File: config.mk
export PLATFORM = sky130hd
export DESIGN_NAME = rob_ring_flat
export DESIGN_NICKNAME = d
export VERILOG_FILES = /design/src/rtl/rob_ring_pkg.sv /design/src/rtl/rob_ring_if.sv /design/src/rtl/rob_tag_cam.sv /design/src/rtl/rob_ring.sv /design/src/flat_wrapper.sv
export SDC_FILE = /design/constraint.sdc
export NUM_CORES = 1
export LEC_CHECK = 0
export CORE_ASPECT_RATIO = 0.9
export CORE_MARGIN = 8
export CORE_UTILIZATION = 45
export DETAILED_ROUTE_END_ITERATION = 16
export PLACE_DENSITY = 0.62
export SETUP_SLACK_MARGIN = 0.5
export SLEW_MARGIN = 20
export SYNTH_ARGS = -nofsm -noshare
export SYNTH_HDL_FRONTEND = slang
export SYNTH_SLANG_ARGS = --single-unit
File: constraint.sdc
create_clock -name clock -period 4.4 [get_ports clock]
set_clock_uncertainty 0.05 [all_clocks]
set_input_delay 0.66 -clock clock [delete_from_list [all_inputs] [get_ports clock]]
set_output_delay 0.66 -clock clock [all_outputs]
set_load 0.02 [all_outputs]
File: src/rtl/rob_ring_pkg.sv
// Shared definitions for the reorder-buffer ring: default sizing, the
// recovery-action encoding and modular ring-pointer helpers.
package rob_ring_pkg;

    localparam int unsigned ROB_DEPTH_DEF = 16;
    localparam int unsigned PREG_W_DEF    = 6;
    localparam int unsigned N_RETIRE_DEF  = 2;

    // What the ring does with its contents this cycle on a mispredict
    typedef enum logic [1:0] {
        RECOV_NONE   = 2'd0,
        RECOV_SQUASH = 2'd1,
        RECOV_FLUSH  = 2'd2
    } recov_e;

    // (a + b) mod depth, assuming a < depth and b <= depth
    function automatic int unsigned ring_add(input int unsigned a,
                                             input int unsigned b,
                                             input int unsigned depth);
        int unsigned s;
        s = a + b;
        if (s >= depth) begin
            return s - depth;
        end else begin
            return s;
        end
    endfunction

    // Distance walking forward from 'from' to 'to' around the ring
    function automatic int unsigned ring_dist(input int unsigned from,
                                              input int unsigned to,
                                              input int unsigned depth);
        if (to >= from) begin
            return to - from;
        end else begin
            return to + depth - from;
        end
    endfunction

endpackage

File: src/rtl/rob_ring_if.sv
// Dispatch / CDB / recovery / retire bundle of the reorder buffer.
// slave = the ROB itself, master = whoever drives dispatch and recovery.
interface rob_ring_if
    import rob_ring_pkg::*;
#(
    parameter int unsigned ROB_DEPTH = ROB_DEPTH_DEF,
    parameter int unsigned PREG_W    = PREG_W_DEF,
    parameter int unsigned N_RETIRE  = N_RETIRE_DEF
);
    localparam int unsigned IDX_W = $clog2(ROB_DEPTH);
    localparam int unsigned CNT_W = $clog2(ROB_DEPTH + 1);

    logic                         dispatch_en;
    logic [PREG_W-1:0]            T_new_in;
    logic [PREG_W-1:0]            T_old_in;
    logic [IDX_W-1:0]             dispatch_idx;
    logic                         CDB_en;
    logic [PREG_W-1:0]            CDB_tag;
    logic                         branch_mispredict;
    logic [IDX_W-1:0]             branch_rob_idx;
    logic [N_RETIRE-1:0]          retire_valid;
    logic [N_RETIRE*PREG_W-1:0]   T_free;
    logic [N_RETIRE*PREG_W-1:0]   T_arch;
    logic                         rob_full;
    logic                         rob_empty;
    logic [CNT_W-1:0]             rob_free_entries;

    modport slave (
        input  dispatch_en, T_new_in, T_old_in, CDB_en, CDB_tag,
               branch_mispredict, branch_rob_idx,
        output dispatch_idx, retire_valid, T_free, T_arch,
               rob_full, rob_empty, rob_free_entries
    );

    modport master (
        output dispatch_en, T_new_in, T_old_in, CDB_en, CDB_tag,
               branch_mispredict, branch_rob_idx,
        input  dispatch_idx, retire_valid, T_free, T_arch,
               rob_full, rob_empty, rob_free_entries
    );

endinterface

File: src/rtl/rob_tag_cam.sv
// CDB tag match across all ROB entries. Only valid entries can hit, so an
// empty slot holding a stale tag never gets marked complete.
module rob_tag_cam #(
    parameter int unsigned ROB_DEPTH = 16,
    parameter int unsigned PREG_W    = 6
) (
    input  logic                          cdb_en,
    input  logic [PREG_W-1:0]             cdb_tag,
    input  logic [ROB_DEPTH-1:0]          entry_valid,
    input  logic [ROB_DEPTH*PREG_W-1:0]   entry_tag,
    output logic [ROB_DEPTH-1:0]          hit
);

    // One comparator per entry, qualified by broadcast-valid and entry-valid
    always_comb begin
        hit = {ROB_DEPTH{1'b0}};
        for (int i = 0; i < ROB_DEPTH; i++) begin
            hit[i] = cdb_en & entry_valid[i] &
                     (entry_tag[i*PREG_W +: PREG_W] == cdb_tag);
        end
    end

endmodule

File: src/rtl/rob_ring.sv
// Reorder buffer: circular queue with head/tail/count, CDB completion via a
// tag CAM, and in-order retire of up to N_RETIRE entries per cycle.
// Build option ROB_BRANCH_SQUASH_EN: a mispredict squashes only entries
// younger than the branch. Without it a mispredict flushes the whole ring.
module rob_ring
    import rob_ring_pkg::*;
#(
    parameter int unsigned ROB_DEPTH = ROB_DEPTH_DEF,
    parameter int unsigned PREG_W    = PREG_W_DEF,
    parameter int unsigned N_RETIRE  = N_RETIRE_DEF
) (
    input  logic       clock,
    input  logic       reset,
    rob_ring_if.slave  rob
);

    localparam int unsigned IDX_W = $clog2(ROB_DEPTH);
    localparam int unsigned CNT_W = $clog2(ROB_DEPTH + 1);

    typedef struct packed {
        logic              valid;
        logic              ready;
        logic [PREG_W-1:0] t_new;
        logic [PREG_W-1:0] t_old;
    } rob_entry_t;

    rob_entry_t                 entry_q [ROB_DEPTH];
    rob_entry_t                 entry_d [ROB_DEPTH];
    logic [IDX_W-1:0]           head_q, head_d;
    logic [IDX_W-1:0]           tail_q, tail_d;
    logic [CNT_W-1:0]           count_q, count_d;

    logic                       full_s;
    logic                       empty_s;
    logic [CNT_W-1:0]           free_s;
    logic                       disp_s;
    recov_e                     recov_s;
    int unsigned                br_dist_s;
    logic [ROB_DEPTH-1:0]       cam_valid_s;
    logic [ROB_DEPTH*PREG_W-1:0] cam_tag_s;
    logic [ROB_DEPTH-1:0]       cam_hit_s;
    logic [IDX_W-1:0]           lane_idx_s [N_RETIRE];
    logic [N_RETIRE-1:0]        ret_lane_s;
    logic [CNT_W-1:0]           nret_s;
    logic [ROB_DEPTH-1:0]       ret_mask_s;
    logic [N_RETIRE*PREG_W-1:0] t_free_s;
    logic [N_RETIRE*PREG_W-1:0] t_arch_s;

    // Occupancy flags straight from the registered count
    always_comb begin
        full_s  = (count_q == CNT_W'(ROB_DEPTH));
        empty_s = (count_q == CNT_W'(0));
        free_s  = CNT_W'(ROB_DEPTH) - count_q;
        disp_s  = rob.dispatch_en & ~full_s & ~rob.branch_mispredict;
    end

    // Decide the recovery action and how far the branch sits from head
    always_comb begin
        br_dist_s = ring_dist(32'(head_q), 32'(rob.branch_rob_idx), ROB_DEPTH);
        if (rob.branch_mispredict) begin
`ifdef ROB_BRANCH_SQUASH_EN
            recov_s = RECOV_SQUASH;
`else
            recov_s = RECOV_FLUSH;
`endif
        end else begin
            recov_s = RECOV_NONE;
        end
    end

    // Present the entry array to the tag CAM
    always_comb begin
        cam_valid_s = {ROB_DEPTH{1'b0}};
        cam_tag_s   = {(ROB_DEPTH*PREG_W){1'b0}};
        for (int i = 0; i < ROB_DEPTH; i++) begin
            cam_valid_s[i]                   = entry_q[i].valid;
            cam_tag_s[i*PREG_W +: PREG_W]    = entry_q[i].t_new;
        end
    end

    rob_tag_cam #(
        .ROB_DEPTH (ROB_DEPTH),
        .PREG_W    (PREG_W)
    ) u_cam (
        .cdb_en      (rob.CDB_en),
        .cdb_tag     (rob.CDB_tag),
        .entry_valid (cam_valid_s),
        .entry_tag   (cam_tag_s),
        .hit         (cam_hit_s)
    );

    // Ring index examined by each retire lane
    always_comb begin
        for (int k = 0; k < N_RETIRE; k++) begin
            lane_idx_s[k] = IDX_W'(ring_add(32'(head_q), k, ROB_DEPTH));
        end
    end

    // In-order retire scan: a lane fires only if it and every older lane are
    // valid and ready; squashed-away lanes and flush/reset cycles never fire
    always_comb begin
        logic chain_v;
        chain_v    = 1'b1;
        nret_s     = CNT_W'(0);
        ret_lane_s = {N_RETIRE{1'b0}};
        t_free_s   = {(N_RETIRE*PREG_W){1'b1}};
        t_arch_s   = {(N_RETIRE*PREG_W){1'b1}};
        for (int k = 0; k < N_RETIRE; k++) begin
            chain_v = chain_v & entry_q[lane_idx_s[k]].valid &
                      entry_q[lane_idx_s[k]].ready;
            case (recov_s)
                RECOV_NONE:   chain_v = chain_v;
                RECOV_SQUASH: chain_v = chain_v & (32'(k) <= br_dist_s);
                RECOV_FLUSH:  chain_v = 1'b0;
                default:      chain_v = 1'b0;
            endcase
            if (reset) begin
                chain_v = 1'b0;
            end else begin
                chain_v = chain_v;
            end
            ret_lane_s[k] = chain_v;
            if (chain_v) begin
                nret_s                        = nret_s + CNT_W'(1);
                t_free_s[k*PREG_W +: PREG_W]  = entry_q[lane_idx_s[k]].t_old;
                t_arch_s[k*PREG_W +: PREG_W]  = entry_q[lane_idx_s[k]].t_new;
            end else begin
                t_free_s[k*PREG_W +: PREG_W]  = {PREG_W{1'b1}};
                t_arch_s[k*PREG_W +: PREG_W]  = {PREG_W{1'b1}};
            end
        end
    end

    // Per-entry mask of slots leaving the ring through retire this cycle
    always_comb begin
        ret_mask_s = {ROB_DEPTH{1'b0}};
        for (int k = 0; k < N_RETIRE; k++) begin
            ret_mask_s[lane_idx_s[k]] = ret_mask_s[lane_idx_s[k]] | ret_lane_s[k];
        end
    end

    // Next ring state: complete, retire, then dispatch or recover
    always_comb begin
        for (int i = 0; i < ROB_DEPTH; i++) begin
            entry_d[i]       = entry_q[i];
            entry_d[i].valid = entry_q[i].valid & ~ret_mask_s[i];
            entry_d[i].ready = (entry_q[i].ready | cam_hit_s[i]) & ~ret_mask_s[i];
        end
        head_d  = IDX_W'(ring_add(32'(head_q), 32'(nret_s), ROB_DEPTH));
        tail_d  = tail_q;
        count_d = count_q;
        case (recov_s)
            RECOV_NONE: begin
                if (disp_s) begin
                    entry_d[tail_q] = '{valid: 1'b1, ready: 1'b0,
                                        t_new: rob.T_new_in, t_old: rob.T_old_in};
                    tail_d = IDX_W'(ring_add(32'(tail_q), 32'd1, ROB_DEPTH));
                end else begin
                    tail_d = tail_q;
                end
                count_d = count_q + CNT_W'(disp_s) - nret_s;
            end
            RECOV_SQUASH: begin
                for (int i = 0; i < ROB_DEPTH; i++) begin
                    if (ring_dist(32'(head_q), i, ROB_DEPTH) > br_dist_s) begin
                        entry_d[i].valid = 1'b0;
                        entry_d[i].ready = 1'b0;
                    end else begin
                        entry_d[i].valid = entry_d[i].valid;
                    end
                end
                tail_d  = IDX_W'(ring_add(32'(rob.branch_rob_idx), 32'd1, ROB_DEPTH));
                count_d = CNT_W'(br_dist_s + 32'd1) - nret_s;
            end
            RECOV_FLUSH: begin
                for (int i = 0; i < ROB_DEPTH; i++) begin
                    entry_d[i] = '0;
                end
                head_d  = IDX_W'(0);
                tail_d  = IDX_W'(0);
                count_d = CNT_W'(0);
            end
            default: begin
                for (int i = 0; i < ROB_DEPTH; i++) begin
                    entry_d[i] = '0;
                end
                head_d  = IDX_W'(0);
                tail_d  = IDX_W'(0);
                count_d = CNT_W'(0);
            end
        endcase
    end

    // Ring state registers with synchronous reset
    always_ff @(posedge clock) begin
        if (reset) begin
            head_q  <= IDX_W'(0);
            tail_q  <= IDX_W'(0);
            count_q <= CNT_W'(0);
            for (int i = 0; i < ROB_DEPTH; i++) begin
                entry_q[i] <= '0;
            end
        end else begin
            head_q  <= head_d;
            tail_q  <= tail_d;
            count_q <= count_d;
            for (int i = 0; i < ROB_DEPTH; i++) begin
                entry_q[i] <= entry_d[i];
            end
        end
    end

    assign rob.dispatch_idx     = tail_q;
    assign rob.retire_valid     = ret_lane_s;
    assign rob.T_free           = t_free_s;
    assign rob.T_arch           = t_arch_s;
    assign rob.rob_full         = full_s;
    assign rob.rob_empty        = empty_s;
    assign rob.rob_free_entries = free_s;

endmodule

File: src/flat_wrapper.sv
// flat-port wrapper written by rule: the top's interface ports become plain ports
module rob_ring_flat import rob_ring_pkg::*;
#(
    parameter int unsigned ROB_DEPTH = ROB_DEPTH_DEF,
    parameter int unsigned PREG_W    = PREG_W_DEF,
    parameter int unsigned N_RETIRE  = N_RETIRE_DEF
)
  (clock, reset, rob_dispatch_en, rob_T_new_in, rob_T_old_in, rob_CDB_en, rob_CDB_tag, rob_branch_mispredict, rob_branch_rob_idx, rob_dispatch_idx, rob_retire_valid, rob_T_free, rob_T_arch, rob_rob_full, rob_rob_empty, rob_rob_free_entries);
  rob_ring_if #(.ROB_DEPTH(ROB_DEPTH), .PREG_W(PREG_W), .N_RETIRE(N_RETIRE)) rob_i ();
  input  logic clock;
  input  logic reset;
  input wire logic [$bits(rob_i.dispatch_en)-1:0] rob_dispatch_en;
  input wire logic [$bits(rob_i.T_new_in)-1:0] rob_T_new_in;
  input wire logic [$bits(rob_i.T_old_in)-1:0] rob_T_old_in;
  input wire logic [$bits(rob_i.CDB_en)-1:0] rob_CDB_en;
  input wire logic [$bits(rob_i.CDB_tag)-1:0] rob_CDB_tag;
  input wire logic [$bits(rob_i.branch_mispredict)-1:0] rob_branch_mispredict;
  input wire logic [$bits(rob_i.branch_rob_idx)-1:0] rob_branch_rob_idx;
  output wire logic [$bits(rob_i.dispatch_idx)-1:0] rob_dispatch_idx;
  output wire logic [$bits(rob_i.retire_valid)-1:0] rob_retire_valid;
  output wire logic [$bits(rob_i.T_free)-1:0] rob_T_free;
  output wire logic [$bits(rob_i.T_arch)-1:0] rob_T_arch;
  output wire logic [$bits(rob_i.rob_full)-1:0] rob_rob_full;
  output wire logic [$bits(rob_i.rob_empty)-1:0] rob_rob_empty;
  output wire logic [$bits(rob_i.rob_free_entries)-1:0] rob_rob_free_entries;
  assign rob_i.dispatch_en = rob_dispatch_en;
  assign rob_i.T_new_in = rob_T_new_in;
  assign rob_i.T_old_in = rob_T_old_in;
  assign rob_i.CDB_en = rob_CDB_en;
  assign rob_i.CDB_tag = rob_CDB_tag;
  assign rob_i.branch_mispredict = rob_branch_mispredict;
  assign rob_i.branch_rob_idx = rob_branch_rob_idx;
  assign rob_dispatch_idx = rob_i.dispatch_idx;
  assign rob_retire_valid = rob_i.retire_valid;
  assign rob_T_free = rob_i.T_free;
  assign rob_T_arch = rob_i.T_arch;
  assign rob_rob_full = rob_i.rob_full;
  assign rob_rob_empty = rob_i.rob_empty;
  assign rob_rob_free_entries = rob_i.rob_free_entries;
  rob_ring #(.ROB_DEPTH(ROB_DEPTH), .PREG_W(PREG_W), .N_RETIRE(N_RETIRE)) u_core (.clock(clock), .reset(reset), .rob(rob_i));
endmodule
==> tab_implementation.tex <==
\begin{tabular}{lr}
\hline
Metric & Value \\
\hline
\multicolumn{2}{l}{\textbf{Worst setup path}} \\
Cell repeated most along the worst path & ha\_4 \\
Worst reg2reg setup slack & 0.51 ns \\
Cell breakdown of the critical path & inv\_6 > ha\_4 > buf\_4 > o21ai\_0 > mux4\_2 > mux2\_4 > and2\_4 > ha\_4 > ha\_1 > inv\_1 > ha\_2 > fa\_2 > a21oi\_2 > nor2\_1 > or3\_1 > a21oi\_1 \\
Sort of element at the start of the critical path & flop \\
Startpoint-to-endpoint class of the critical path & flop to flop \\
Reg-to-Reg End & u\_core.count\_q[4] \\
Worst r2r src & u\_core.head\_q[1] \\
CP max FO & 7 \\
Data required time at the worst endpoint & 4.82 ns \\
Nature of the critical path endpoint & flop \\
Worst reg2reg path depth & 16 \\
Data arrival time of the critical path & 4.31 ns \\
Cell type of the slowest stage on the worst timing path & mux4\_2 \\
Delay of the slowest critical-path stage & 0.46 ns \\
\multicolumn{2}{l}{\textbf{Place}} \\
Routability Congestion & 0.936 \\
Count of buffers inserted at the top-level ports & 59 \\
Post-Place Worst Slack & 0.425 ns \\
Placed Cells incl. Taps & 1,907 \\
Post-DP HPWL & 31,100 um \\
Cell area after placement & 14,700 um\^{}2 \\
\multicolumn{2}{l}{\textbf{Global route}} \\
Maximum number of pins on one net before global-route repair & 84 \\
Global-route wire length before repair & 69,600 um \\
Aggregate global-route resource usage & 25.1\% \\
Initial antenna violation count & 1 \\
Grt total ovfl & 0 \\
Vias in the first global route & 11,374 \\
\multicolumn{2}{l}{\textbf{Power}} \\
Cell-internal power & 3.82 mW \\
Sequential cell fraction of total power & 43.7\% \\
Worst supply voltage drop on vdd & 266 uV \\
Final Total Pwr & 4.93 mW \\
Portion of total power attributed to the clock network & 51.2\% \\
Power Dens Cells & 310 nW/um\^{}2 \\
Switching share of total power & 22.5\% \\
Power dissipated by switching net loads & 1.11 mW \\
Static leakage & 4.86 nW \\
Combinational power share & 5.0\% \\
\multicolumn{2}{l}{\textbf{Hold path}} \\
Min-delay worst type & flop to flop \\
Number of instances on the worst hold path & 2 \\
\multicolumn{2}{l}{\textbf{Logic synthesis}} \\
Syn avg cell area & 8.88 um\^{}2 \\
Portion of the post-synthesis area used by sequential elements & 34.6\% \\
Most used DFF post-synth & dfxtp\_1 \\
Yosys warns & 0 \\
Post-synthesis register bit count & 237 \\
Yosys cell types & 48 \\
Post-Synthesis Net Count & 1,595 \\
Fraction of registers with async set or reset after synthesis & 0\% \\
Count of mapped cells out of synthesis & 1,543 \\
Count of flip-flops with a built-in enable after synthesis & 0 \\
Post-Syn Area & 13,700 um\^{}2 \\
\multicolumn{2}{l}{\textbf{CTS}} \\
Clock Pin Slew Worst Setup and Hold Paths & 0.06 ns \\
Clock tree from TritonCTS & built \\
Maximum clock path buffer count & 3 \\
Number of levels in the clock H-tree & 1 \\
Total CTS buffers & 26 \\
Clock net sink count & 237 \\
Clock latency at the later pin of the worst-skew pair & 0.55 ns \\
Root Driver & clkbuf\_16 \\
\multicolumn{2}{l}{\textbf{Route}} \\
Antenna Nets Post-Route & 0 \\
Via/cell ratio & 6.04 \\
Total Wirelength & 46,700 um \\
Via count of the routed design & 11,870 \\
Router iterations before antenna repair & 7 \\
DRC violation total after the first TritonRoute iteration & 1,229 \\
Number of remaining DRC errors & 0 \\
WL/cell & 23.7 um \\
\multicolumn{2}{l}{\textbf{STA}} \\
Measured slew at the worst slew-check pin & 0.926 ns \\
Final hold viol count & 0 \\
Fmax & 0.257 GHz \\
Final worst setup slack & 0.509 ns \\
Final Cycle Share & 88.4\% \\
Total negative slack & 0 ns \\
Number of max-slew violations in the final report & 0 \\
Max-Slew Margin vs Limit & 38.1\% \\
\# setup viols final & 0 \\
Shortest clock period the worst path allows after layout & 3.89 ns \\
RSZ-0062 raised after global routing & yes \\
Worst Hold Slack & 0.416 ns \\
\multicolumn{2}{l}{\textbf{Die}} \\
I/O pins & 64 \\
Site Rows & 60 \\
Die height & 182 um \\
Core area & 30,000 um\^{}2 \\
Horizontal die dimension & 200 um \\
Total die area & 36,300 um\^{}2 \\
Initial Util & 45.7\% \\
\multicolumn{2}{l}{\textbf{Layout}} \\
Final core utilization & 53.1\% \\
Fill cell count & 2,708 \\
Fin area & 15,900 um\^{}2 \\
P\&R area growth vs syn & 16.1\% \\
Count of inserted antenna diode cells & 0 \\
Nets & 1,595 \\
Fraction of layout cells with a size suffix above 1 & 17.8\% \\
Final cell count without fillers & 1,966 \\
\multicolumn{2}{l}{\textbf{Status}} \\
Run status & finished clean \\
\multicolumn{2}{l}{\textbf{Run}} \\
Total of max-cap violations & 0 \\
\hline
\end{tabular}
==> critical path, delay by kind of cell (launching register included) <==
kind / cells / cell delay [ns]
adder cells (fa/ha/maj): 5 / 1.40
AND/OR/NAND/NOR: 3 / 0.57
AO/OA/AOI/OAI: 3 / 0.37
multiplexers: 2 / 0.75
flip-flops: 1 / 0.41
buffers and inverters: 3 / 0.27
==> cell families (layout without fill, tap and decap cells) <==
group,Yosys count,count (layout),synth area share (%)
compound gates,274,274,10.9
xor+xnor,110,110,7.09
fa+ha+maj,25,25,2.39
buf+inv,164,184,4.85
flops,237,237,34.6
mux,128,128,20.9
simple gates,605,605,19.2
==> synthesized netlist by cell type, drive strengths merged (4+ instances only) <==
library cell,n,area (um^2)
a21oi,202,1010
a31oi,7,43.8
a41oi,11,96.3
and2,10,62.6
buf,37,188
clkbuf,105,394
dfxtp,237,4740
ha,23,288
inv,22,82.6
mux4,126,2840
nand2,438,1640
nand2b,27,169
nand3,35,175
nand4,12,75.1
nor2,31,129
nor2b,7,43.8
nor3,23,120
nor4,9,81.3
nor4b,5,75.1
o2111ai,4,35.0
o21ai,28,140
o22ai,14,87.6
xnor2,71,629
xor2,39,342
==> power by group through the flow <==
stage	clock (mW)	sequential [mW]	combinational, mW
floorplan	0	2.20	0.152
global placement	0	2.20	0.243
detailed placement	0	2.20	0.244
CTS	2.55	2.15	0.245
global route	2.62	2.15	0.261
finish	2.52	2.15	0.248
==> area by class of cell <==
cell class	instances	area, um^2	area share, %
Timing Repair Buffer	114	1180	7.41
Tap cell	403	504	3.17
Clock inverter	9	206	1.30
Sequential cell	237	4760	29.9
Multi-Input combinational cell	1142	8370	52.7
Inverter	22	90.1	0.567
Clock buffer	39	790	4.97
==> per-layer routing <==
metal / track usage (%) / up-vias / wire length, um / share of wire, %
met5: 0 / - / 13 / 0.028
met3: 5.60 / 127 / 4650 / 10
met2: 39.5 / 617 / 21100 / 45
met1: 32.8 / 5755 / 18700 / 40
met4: 10.4 / 2 / 2180 / 4.7
li1: - / 5369 / - / -
==> what timing repair did <==
action / CTS / global route
hold buffers: 0 / 0
cloned: 2 / 1
setup buffers: 4 / 4
resized for setup: 53 / 16
pin swaps: 2 / 4
setup endpoints to repair: 27 / 21
==> cells in the final DEF (no fill, tap or decap), types with 3 or more instances in the layout <==
cell | synthesis | layout
nor4b_2 | 5 | 5
o21ai_1 | 11 | 11
and2_1 | 10 | 9
nor2_2 | 5 | 5
clkdlybuf4s50_1 | 0 | 39
o22ai_1 | 14 | 14
buf_12 | 0 | 5
dfxtp_1 | 237 | 233
a41oi_1 | 11 | 11
ha_1 | 23 | 19
clkbuf_16 | 0 | 27
xor2_1 | 39 | 38
a31oi_1 | 7 | 7
a21oi_1 | 202 | 200
buf_4 | 6 | 42
nand4_1 | 12 | 12
nand3_1 | 35 | 35
dfxtp_4 | 0 | 3
nor3_1 | 22 | 18
o2111ai_1 | 4 | 4
nand2b_1 | 27 | 27
mux4_2 | 126 | 126
dlymetal6s2s_1 | 0 | 6
clkbuf_8 | 0 | 9
buf_2 | 15 | 8
xnor2_1 | 70 | 70
nor4_2 | 4 | 4
nor4_1 | 5 | 5
nor3_2 | 1 | 5
inv_1 | 21 | 20
buf_16 | 0 | 3
nor2b_1 | 7 | 7
nand2_1 | 438 | 438
o21ai_0 | 17 | 17
clkbuf_1 | 105 | 4
bufinv_16 | 0 | 6
clkdlybuf4s15_2 | 0 | 4
nor2_1 | 26 | 26
==> worst max path at each step <==
stage | startpoint | endpoint | slack [ns] | depth (start not counted)
finish | u_core.head_q[1] | u_core.count_q[4] | 0.51 | 16
global placement | rob_branch_mispredict | u_core.count_q[4] | 0.42 | 14
CTS | u_core.head_q[1] | rob_T_arch[11] | 0.48 | 11
global route | u_core.head_q[1] | u_core.count_q[4] | 0.36 | 17
floorplan | u_core.head_q[0] | u_core.count_q[4] | 0.55 | 16
detailed placement | rob_branch_mispredict | u_core.count_q[4] | 0.42 | 14
Power figures use the tool's default switching activity.
